`config.mk`:
```
export PLATFORM = sky130hd
export DESIGN_NAME = rx_block_lock_flat
export DESIGN_NICKNAME = d
export VERILOG_FILES = /design/src/rtl/rx_block_lock_if.sv /design/src/rtl/rx_block_lock.sv /design/src/flat_wrapper.sv
export SDC_FILE = /design/constraint.sdc
export NUM_CORES = 1
export LEC_CHECK = 0
export ABC_AREA = 1
export CAP_MARGIN = 30
export CORE_MARGIN = 4
export CORE_UTILIZATION = 35
export DETAILED_ROUTE_END_ITERATION = 16
export SYNTH_ARGS = -nofsm -noshare
export SYNTH_HDL_FRONTEND = slang
export SYNTH_SLANG_ARGS = --single-unit
```
`constraint.sdc`:
```
create_clock -name clk -period 1.9 [get_ports clk]
set_input_delay 0.38 -clock clk [delete_from_list [all_inputs] [get_ports clk]]
set_output_delay 0.38 -clock clk [all_outputs]
set_load 0.05 [all_outputs]
```
`src/rtl/rx_block_lock_if.sv`:
```
// rx_block_lock_if
// Groups the block-lock datapath and status signals.
//   data_in    [65:0]  block from the RX gearbox, sync header in [1:0]
//   valid_in           data_in holds a new block this cycle
//   bitslip            one-cycle pulse asking the gearbox to shift by one bit
//   block_lock         high while block alignment is held
//   data_out   [65:0]  registered copy of data_in
//   valid_out          data_out valid and aligned
//   hdr_err            one-cycle pulse, accepted block had an invalid header
// slave  : the lock block itself
// master : the gearbox/consumer side driving data_in/valid_in
interface rx_block_lock_if;
    logic [65:0] data_in;
    logic        valid_in;
    logic        bitslip;
    logic        block_lock;
    logic [65:0] data_out;
    logic        valid_out;
    logic        hdr_err;

    modport slave (
        input  data_in, valid_in,
        output bitslip, block_lock, data_out, valid_out, hdr_err
    );

    modport master (
        output data_in, valid_in,
        input  bitslip, block_lock, data_out, valid_out, hdr_err
    );
endinterface

```
`src/rtl/rx_block_lock.sv`:
```
// rx_block_lock
// 64b/66b sync-header block lock state machine. Hunts for LOCK_CNT
// consecutive valid headers, requests a bitslip from the gearbox on any
// invalid header while hunting, and drops lock when INVLD_MAX invalid
// headers are seen inside one WINDOW-header test window.
// Ports:
//   clk      gearbox output clock
//   reset_n  asynchronous active-low reset
//   rx       rx_block_lock_if.slave (data_in/valid_in in, status out)
//
// state  | meaning
// -------+-----------------------------------------------------------
// HUNT   | counting consecutive valid headers towards lock
// SLIP   | invalid header seen; bitslip is issued on leaving this state
// WAIT   | discarding SLIP_WAIT valid blocks while the gearbox settles
// LOCKED | aligned; counting invalid headers per test window
module rx_block_lock #(
    parameter int LOCK_CNT  = 64,
    parameter int WINDOW    = 1024,
    parameter int INVLD_MAX = 65,
    parameter int SLIP_WAIT = 4
) (
    input  logic          clk,
    input  logic          reset_n,
    rx_block_lock_if.slave rx
);

    localparam int SH_W   = $clog2(WINDOW) + 1;
    localparam int INV_W  = $clog2(INVLD_MAX) + 1;
    localparam int WAIT_W = $clog2(SLIP_WAIT) + 1;

    localparam logic [SH_W-1:0]   LOCK_LAST = SH_W'(LOCK_CNT - 1);
    localparam logic [SH_W-1:0]   WIN_LIM   = SH_W'(WINDOW);
    localparam logic [INV_W-1:0]  INVLD_LIM = INV_W'(INVLD_MAX);
    localparam logic [WAIT_W-1:0] WAIT_LAST = WAIT_W'(SLIP_WAIT - 1);

    typedef enum logic [1:0] {
        HUNT   = 2'd0,
        SLIP   = 2'd1,
        WAIT   = 2'd2,
        LOCKED = 2'd3
    } state_t;

    state_t              state_q, state_d;
    logic [SH_W-1:0]     sh_cnt_q, sh_cnt_d;
    logic [INV_W-1:0]    sh_invld_cnt_q, sh_invld_cnt_d;
    logic [WAIT_W-1:0]   wait_cnt_q, wait_cnt_d;
    logic                bitslip_q, bitslip_d;
    logic                valid_out_q, valid_out_d;
    logic                hdr_err_q, hdr_err_d;
    logic [65:0]         data_out_q, data_out_d;

    logic                hdr_bad;
    logic [SH_W-1:0]     sh_cnt_inc;
    logic [INV_W-1:0]    sh_invld_inc;

    assign hdr_bad      = (rx.data_in[1:0] == 2'b00) || (rx.data_in[1:0] == 2'b11);
    assign sh_cnt_inc   = sh_cnt_q + SH_W'(1);
    assign sh_invld_inc = sh_invld_cnt_q + INV_W'(hdr_bad);

    always_comb begin
        state_d        = state_q;
        sh_cnt_d       = sh_cnt_q;
        sh_invld_cnt_d = sh_invld_cnt_q;
        wait_cnt_d     = wait_cnt_q;
        hdr_err_d      = 1'b0;
        // bitslip is registered off the SLIP state so it lands one cycle
        // after the header error that caused it
        bitslip_d      = (state_q == SLIP);
        valid_out_d    = rx.valid_in && (state_q == LOCKED);
        data_out_d     = rx.valid_in ? rx.data_in : data_out_q;

        case (state_q)
            HUNT: begin
                if (rx.valid_in) begin
                    if (hdr_bad) begin
                        hdr_err_d      = 1'b1;
                        state_d        = SLIP;
                        sh_cnt_d       = '0;
                        sh_invld_cnt_d = '0;
                    end else if (sh_cnt_q == LOCK_LAST) begin
                        state_d        = LOCKED;
                        sh_cnt_d       = '0;
                        sh_invld_cnt_d = '0;
                    end else begin
                        sh_cnt_d = sh_cnt_inc;
                    end
                end
            end
            SLIP: begin
                state_d        = WAIT;
                wait_cnt_d     = '0;
                sh_cnt_d       = '0;
                sh_invld_cnt_d = '0;
            end
            WAIT: begin
                if (rx.valid_in) begin
                    if (wait_cnt_q == WAIT_LAST) begin
                        state_d    = HUNT;
                        wait_cnt_d = '0;
                    end else begin
                        wait_cnt_d = wait_cnt_q + WAIT_W'(1);
                    end
                end
            end
            LOCKED: begin
                if (rx.valid_in) begin
                    hdr_err_d = hdr_bad;
                    // loss of lock is checked first so it wins over window end
                    if (sh_invld_inc == INVLD_LIM) begin
                        state_d        = SLIP;
                        sh_cnt_d       = '0;
                        sh_invld_cnt_d = '0;
                    end else if (sh_cnt_inc == WIN_LIM) begin
                        sh_cnt_d       = '0;
                        sh_invld_cnt_d = '0;
                    end else begin
                        sh_cnt_d       = sh_cnt_inc;
                        sh_invld_cnt_d = sh_invld_inc;
                    end
                end
            end
            default: begin
                state_d = HUNT;
            end
        endcase
    end

    always_ff @(posedge clk or negedge reset_n) begin
        if (!reset_n) begin
            state_q        <= HUNT;
            sh_cnt_q       <= '0;
            sh_invld_cnt_q <= '0;
            wait_cnt_q     <= '0;
            bitslip_q      <= 1'b0;
            valid_out_q    <= 1'b0;
            hdr_err_q      <= 1'b0;
            data_out_q     <= '0;
        end else begin
            state_q        <= state_d;
            sh_cnt_q       <= sh_cnt_d;
            sh_invld_cnt_q <= sh_invld_cnt_d;
            wait_cnt_q     <= wait_cnt_d;
            bitslip_q      <= bitslip_d;
            valid_out_q    <= valid_out_d;
            hdr_err_q      <= hdr_err_d;
            data_out_q     <= data_out_d;
        end
    end

    assign rx.block_lock = (state_q == LOCKED);
    assign rx.bitslip    = bitslip_q;
    assign rx.valid_out  = valid_out_q;
    assign rx.hdr_err    = hdr_err_q;
    assign rx.data_out   = data_out_q;

endmodule

```
`src/flat_wrapper.sv`:
```
// flat-port wrapper written by rule: the top's interface ports become plain ports
module rx_block_lock_flat 
#(
    parameter int LOCK_CNT  = 64,
    parameter int WINDOW    = 1024,
    parameter int INVLD_MAX = 65,
    parameter int SLIP_WAIT = 4
)
  (clk, reset_n, rx_data_in, rx_valid_in, rx_bitslip, rx_block_lock, rx_data_out, rx_valid_out, rx_hdr_err);
  rx_block_lock_if rx_i ();
  input  logic clk;
  input  logic reset_n;
  input wire logic [$bits(rx_i.data_in)-1:0] rx_data_in;
  input wire logic [$bits(rx_i.valid_in)-1:0] rx_valid_in;
  output wire logic [$bits(rx_i.bitslip)-1:0] rx_bitslip;
  output wire logic [$bits(rx_i.block_lock)-1:0] rx_block_lock;
  output wire logic [$bits(rx_i.data_out)-1:0] rx_data_out;
  output wire logic [$bits(rx_i.valid_out)-1:0] rx_valid_out;
  output wire logic [$bits(rx_i.hdr_err)-1:0] rx_hdr_err;
  assign rx_i.data_in = rx_data_in;
  assign rx_i.valid_in = rx_valid_in;
  assign rx_bitslip = rx_i.bitslip;
  assign rx_block_lock = rx_i.block_lock;
  assign rx_data_out = rx_i.data_out;
  assign rx_valid_out = rx_i.valid_out;
  assign rx_hdr_err = rx_i.hdr_err;
  rx_block_lock #(.LOCK_CNT(LOCK_CNT), .WINDOW(WINDOW), .INVLD_MAX(INVLD_MAX), .SLIP_WAIT(SLIP_WAIT)) u_core (.clk(clk), .reset_n(reset_n), .rx(rx_i));
endmodule
```
After elaboration in Yosys (flattened, before gate mapping)
Index checks and enable logic that the tools add are counted.
Widths: inputs -> output; s select.
{"block": "classes", "addsub": 3, "eq_ne": 14, "n_mux": 29, "reduce_logical": 10}
{"cell": "$mux 11", "n": 6}
{"cell": "$mux 8", "n": 6}
{"cell": "$pmux 11 s3", "n": 1}
{"cell": "$pmux 8 s3", "n": 1}
{"cell": "$mux 2", "n": 7}
{"cell": "$add 11x1->11 const B", "n": 1}
{"cell": "$eq 11x11->1 const B", "n": 1}
{"cell": "$eq 11x6->1 const B", "n": 1}
{"cell": "$add 8x1->8", "n": 1}
{"cell": "$eq 8x7->1 const B", "n": 1}
{"cell": "$pmux 2 s4", "n": 1}
{"cell": "$eq 2x2->1 const B", "n": 3}
{"cell": "$mux 3", "n": 2}
{"cell": "$ne 2x2->1 const B", "n": 3}
{"cell": "$pmux 3 s2", "n": 1}
{"cell": "$reduce_and 6->1", "n": 1}
{"cell": "$logic_not 2->1", "n": 2}
{"cell": "$ne 2x1->1 const B", "n": 2}
{"cell": "$reduce_and 4->1", "n": 1}
{"cell": "$add 3x1->3 const B", "n": 1}
{"cell": "$eq 3x2->1 const B", "n": 1}
{"cell": "$mux 1", "n": 3}
{"cell": "$ne 3x1->1 const B", "n": 1}
{"cell": "$reduce_and 3->1", "n": 1}
{"cell": "7 further kinds", "n": 7}
{"block": "word_totals", "elab_cells": 64, "inputBits": 69, "output_inout_bits": 70, "register_bits": 93}

Logic depth before layout (Yosys ltp)
{"block": "logic_depth", "word_depth": 7, "depth_mapped": 17, "mapped_depth_nobuf": 17}

Worst setup path before layout
Ideal clock, no wire load.
{"block": "synth_path", "path_kind": "input -> register", "start": "input port rx_data_in[1]", "end": "register u_core.sh_cnt_q[3]", "setup_ns": 0.117, "path_buffers": 0, "t_arrival_ns": 1.970, "required_time_ns": 1.783, "path_stages": 16, "slack_ns": -0.187, "cell_sequence": "xor2_1 inv_1 ha_1 ha_1 nand2_1 nor2_1 nand2_1 nand2_1 nand2_1 nand3_1 nor2_1 nor2_4 nand2_4 nand2_4 nand2_1 nand2_1"}
{"block": "synth_between", "elab_chain_cells": 7, "word_cells_on_any_way": 10, "classes_between": "1 x add/sub; 2 x eq/ne; 5 x mux; 2 x reduce/logical"}
{"element": "start, declared", "line_no": "flat_wrapper.sv:13", "text": "input wire logic [$bits(rx_i.data_in)-1:0] rx_data_in;"}
{"element": "$eq 2x2->1 or $logic_not 2->1 (tied branches)", "line_no": "rx_block_lock.sv:57", "text": "assign hdr_bad = (rx.data_in[1:0] == 2'b00) || (rx.data_in[1:0] == 2'b11);"}
{"element": "$logic_or 1x1->1 (*)", "line_no": "rx_block_lock.sv:57"}
{"element": "$add 8x1->8", "line_no": "rx_block_lock.sv:59", "text": "assign sh_invld_inc = sh_invld_cnt_q + INV_W'(hdr_bad);"}
{"element": "$eq 8x7->1", "line_no": "rx_block_lock.sv:110", "text": "if (sh_invld_inc == INVLD_LIM) begin"}
{"element": "$mux 11", "line_no": "rx_block_lock.sv:110"}
{"element": "$mux 11", "line_no": "rx_block_lock.sv:107", "text": "if (rx.valid_in) begin"}
{"element": "$pmux 11 s3 (*)", "line_no": "rx_block_lock.sv:73", "text": "case (state_q)"}
{"element": "end signal, assigned", "line_no": "rx_block_lock.sv:141", "text": "sh_cnt_q <= sh_cnt_d;"}
{"element": "end, declared", "line_no": "rx_block_lock.sv:45", "text": "logic [SH_W-1:0] sh_cnt_q, sh_cnt_d;"}
Every way passes the cells marked *; elsewhere a longest branch is shown, timed or not. The select of a mux whose other input is x is not followed.
A chain may end at the register's enable or synchronous reset.

Worst setup path in the final report
{"block": "layout_path", "start": "register u_core.data_out_q[34], in the netlist u_core.rx.data_out[34]", "end": "output port rx_data_out[34]"}
{"element": "start, declared", "line_no": "rx_block_lock.sv:51", "text": "logic [65:0] data_out_q, data_out_d;"}
{"element": "start signal, assigned", "line_no": "rx_block_lock.sv:147", "text": "data_out_q <= data_out_d;"}
{"element": "end, declared", "line_no": "flat_wrapper.sv:17", "text": "output wire logic [$bits(rx_i.data_out)-1:0] rx_data_out;"}
No word-level cell between the ends.

==> metrics.md <==
| Metric | Value |
|---|---|
| Status | completed |
| Die area | roughly 0.014 sq mm |
| Clock buffer depth | 2 |
| TritonCTS Buffers | 9 |
| PortBufs | 138 |
| Die Span Y | 118.7 um |
| CTS H-tree lvls | 3 |
| Antenna cells | 0 |
| Synth unique cells | 29 |
| CTS Root Cell | clkbuf_16 |
| Clock power share | about 29% |
| First-pass detailed-route iteration total | 4 |
| Number of synthesized flops with an enable pin | 0 |
| Site Rows | 40 |
| Synth area leader | dfrtp_1 |
| Mapped Area | 0.004289 sq mm |
| DR iter-0 viols | approximately 160 |
| Max Fanout on Critical Path | 2 |
| Critical-path cell list | clkdlybuf4s50_1 |
| Largest stage delay on the critical path | about 0.8 ns |
| RSZ-0062 raised after global routing | true |
| P_sw | roughly 0.0023 W |
| Critical Path RT | roughly 1.5 ns |
| Worst-Skew Late Latency | approximately 0.34 ns |
| Slew Limit Fails | 0 |
| Number of max-cap violations | 0 |
| Net Sw Frac | about 36% |
| Area delta synth->final | 46.41% |
| CTS Sinks | between 90 and 100 |
| Cell family with most CP delay | buffers and inverters |
| Main area contributors after synthesis | dfrtp_1 54%, nand2_1 26%, inv_1 2.9%, ha_1 2.3%, nand3_1 2.0% |
| Setup TNS | 0 ns |
| Worst vdd ir | ~440 uV |
| Synth top cells by count | 299 x nand2_1, 93 x dfrtp_1, 33 x inv_1 |
| Fraction of layout cells with a size suffix above 1 | roughly 17% |
| GPL Wtd Cong | 0.8805 |
| Largest net degree at the start of global routing | 94 |
| Avg Cell Area, Syn | ~8 sq um |
| Worst slew pin tran | 0.6767 ns |
| Sequential cell area fraction in the yosys report | a little over half |
| Initial antenna violation count | 0 |
| GRT Util Overall | approximately 16% |
| Power share of the sequential group | 37.4% |
| Worst-path clk slew | around 0.06 ns |
| Via-per-instance ratio | 4.516 |
| Initial Util | 35.71% |
| Antenna Nets Post-Route | 0 |
| Yosys warns | 0 |
| Wire per inst | about 13 um |
| FFs w/ async S/R, synth | between 90% and 100% |
| Max Freq | ~540 MHz |
| Crit path max-delay cell type | clkdlybuf4s50_1 |
| Rel. slew slack | 54.89% |
| Leakage | around 3.4 nW |
| TritonCTS clock tree | built |
| Grt ovf | 0 |
| DRC viols | 0 |
| Fillers | 1,113 |
| #FFs+latches synth | 93 |
| Hold crit path type | primary input to asynchronous set/reset pin |
| Post-synth top area share | between 50% and 60% |
| Final Hold Violating Endpoints | 0 |
| Reg-to-reg setup timing slack | roughly 0.07 ns |
| NumNets Final | approximately 770 |
| Critical path class | flop to output pin |
| Top FF cell, synth | dfrtp_1 |
| Min cycle time layout | between 1.5 and 2 ns |
| Via count | 3,798 |
| Critical path launch point type | flop |
| Pint | 0.003993 W |
| Final Routed Wirelength | between 10 and 15 mm |
| Crit end category | output pin |
| Worst EP arrival | approximately 1.5 ns |
| Finished Cell Area | around 0.0063 sq mm |
| DP Wirelength | roughly 8.0 mm |
| Area of the core | roughly 0.012 sq mm |
| Vias in the first global route | about 3,900 |
| Pwr Density | 996.9 mW/mm^2 |
| Final setup vio count | 0 |
| Most common cell in the netlist | nand2_1 |
| First-pass GRT wire length | 18.69 mm |
| Die Wd | 118.7 um |
| Post-DP Area | roughly 0.006 sq mm |
| I/O pin count | roughly 140 |
| Syn nets | roughly 600 |
| Clock Skew | about 0.0057 ns |
| CP bufs+invs | 1 |
| Tcrit/Tclk final | about 100% |
| Mapped Cells | roughly 540 |
| Combinational share of power | between 30% and 40% |
==> layout by cell type (no fill, tap or decap), types with 4 or more instances in the layout <==
master	n
nor2_1	17
nand4_1	6
o21ai_0	6
buf_4	63
clkdlybuf4s50_1	66
inv_1	31
dlymetal6s2s_1	15
a21oi_1	4
ha_1	5
nand3_1	17
dfrtp_1	92
nand2_2	11
clkbuf_16	9
nand2_1	292
dlygate4sd2_1	9
nor2_4	5
==> area by class of cell <==
type / count / area (sq um) / share of cell area, %
Clock buffer: 10 / 239.0 / 3.806
Clock inverter: 5 / 61.31 / 0.9763
Inverter: 34 / 127.6 / 2.032
Multi-Input combinational cell: 393 / 1864 / 29.69
Sequential cell: 93 / 2328 / 37.08
Tap cell: 147 / 183.9 / 2.929
Timing Repair Buffer: 159 / 1475 / 23.49
==> layer usage <==
| metal | GRT usage, % | vias up | wire [um] | share of wire (%) |
|---|---|---|---|---|
| met5 | 0 | - | 0 | 0 |
| met2 | 24.87 | 99 | 5093 | 46 |
| met1 | 20.32 | 1741 | 4789 | 43 |
| met3 | 7.033 | 15 | 1023 | 9.2 |
| met4 | 5.793 | 0 | 167 | 1.5 |
| li1 | - | 1943 | - | - |
==> power by group through the flow <==
stage | combinational, W | clock (W) | sequential [W]
floorplan | 0.000758 | 0 | 0.00286
global placement | 0.00205 | 0 | 0.00236
detailed placement | 0.00208 | 0 | 0.00236
CTS | 0.00210 | 0.00186 | 0.00234
global route | 0.00231 | 0.00195 | 0.00237
finish | 0.00211 | 0.00181 | 0.00234
==> state kept, by name, summed over array words and instances (netlist names) <==
signal,flops
u_core.rx.bitslip,1
u_core.rx.data_out,66
u_core.rx.hdr_err,1
u_core.rx.valid_out,1
u_core.sh_cnt_q,11
u_core.sh_invld_cnt_q,8
u_core.state_q,2
u_core.wait_cnt_q,3
==> what timing repair did <==
action | in CTS | in global routing
setup buffers | 1 | 5
pin swaps | 3 | 7
hold buffers | 0 | 0
resized for setup | 19 | 28
setup endpoints to repair | 30 | 36
==> final timing paths <==
path / from / end / cells after the start
max in group asynchronous: reset_n / u_core.sh_cnt_q[2] / 2
hold / removal: reset_n / u_core.rx.data_out[49] / 2
setup reg to reg: u_core.sh_invld_cnt_q[0] / u_core.sh_invld_cnt_q[4] / 14
setup / recovery: u_core.rx.data_out[34] / rx_data_out[34] / 1
hold reg to reg: u_core.rx.data_out[28] / u_core.rx.data_out[28] / 2
min in group clk: rx_data_in[1] / u_core.rx.data_out[1] / 3
==> per-stage QoR <==
stage	cells	hold WS, ns	setup WS (ns)	power [W]	utilization [%]
floorplan	538	0.08441	0.01345	0.003621	-
global route	841	0.1321	-0.03787	0.006618	52.28
CTS	836	0.1055	0.0003624	0.006298	51.35
global placement	820	0.4531	-0.6551	0.004405	48.82
finish	841	0.05799	0.04247	0.006261	52.28
detailed placement	820	0.4582	-0.7322	0.004445	48.82
==> logic make-up (layout without fill, tap and decap cells) <==
logic type | count (synthesis) | after routing | share of synthesized area (%)
buffers and inverters | 52 | 208 | 4.580
XOR/XNOR | 4 | 4 | 0.8170
adder cells (fa/ha/maj) | 8 | 8 | 2.334
flip-flops | 93 | 93 | 54.26
AO/OA/AOI/OAI | 18 | 18 | 2.363
AND/OR/NAND/NOR | 363 | 363 | 35.65
Note: power is estimated with default switching activity, not from simulation.
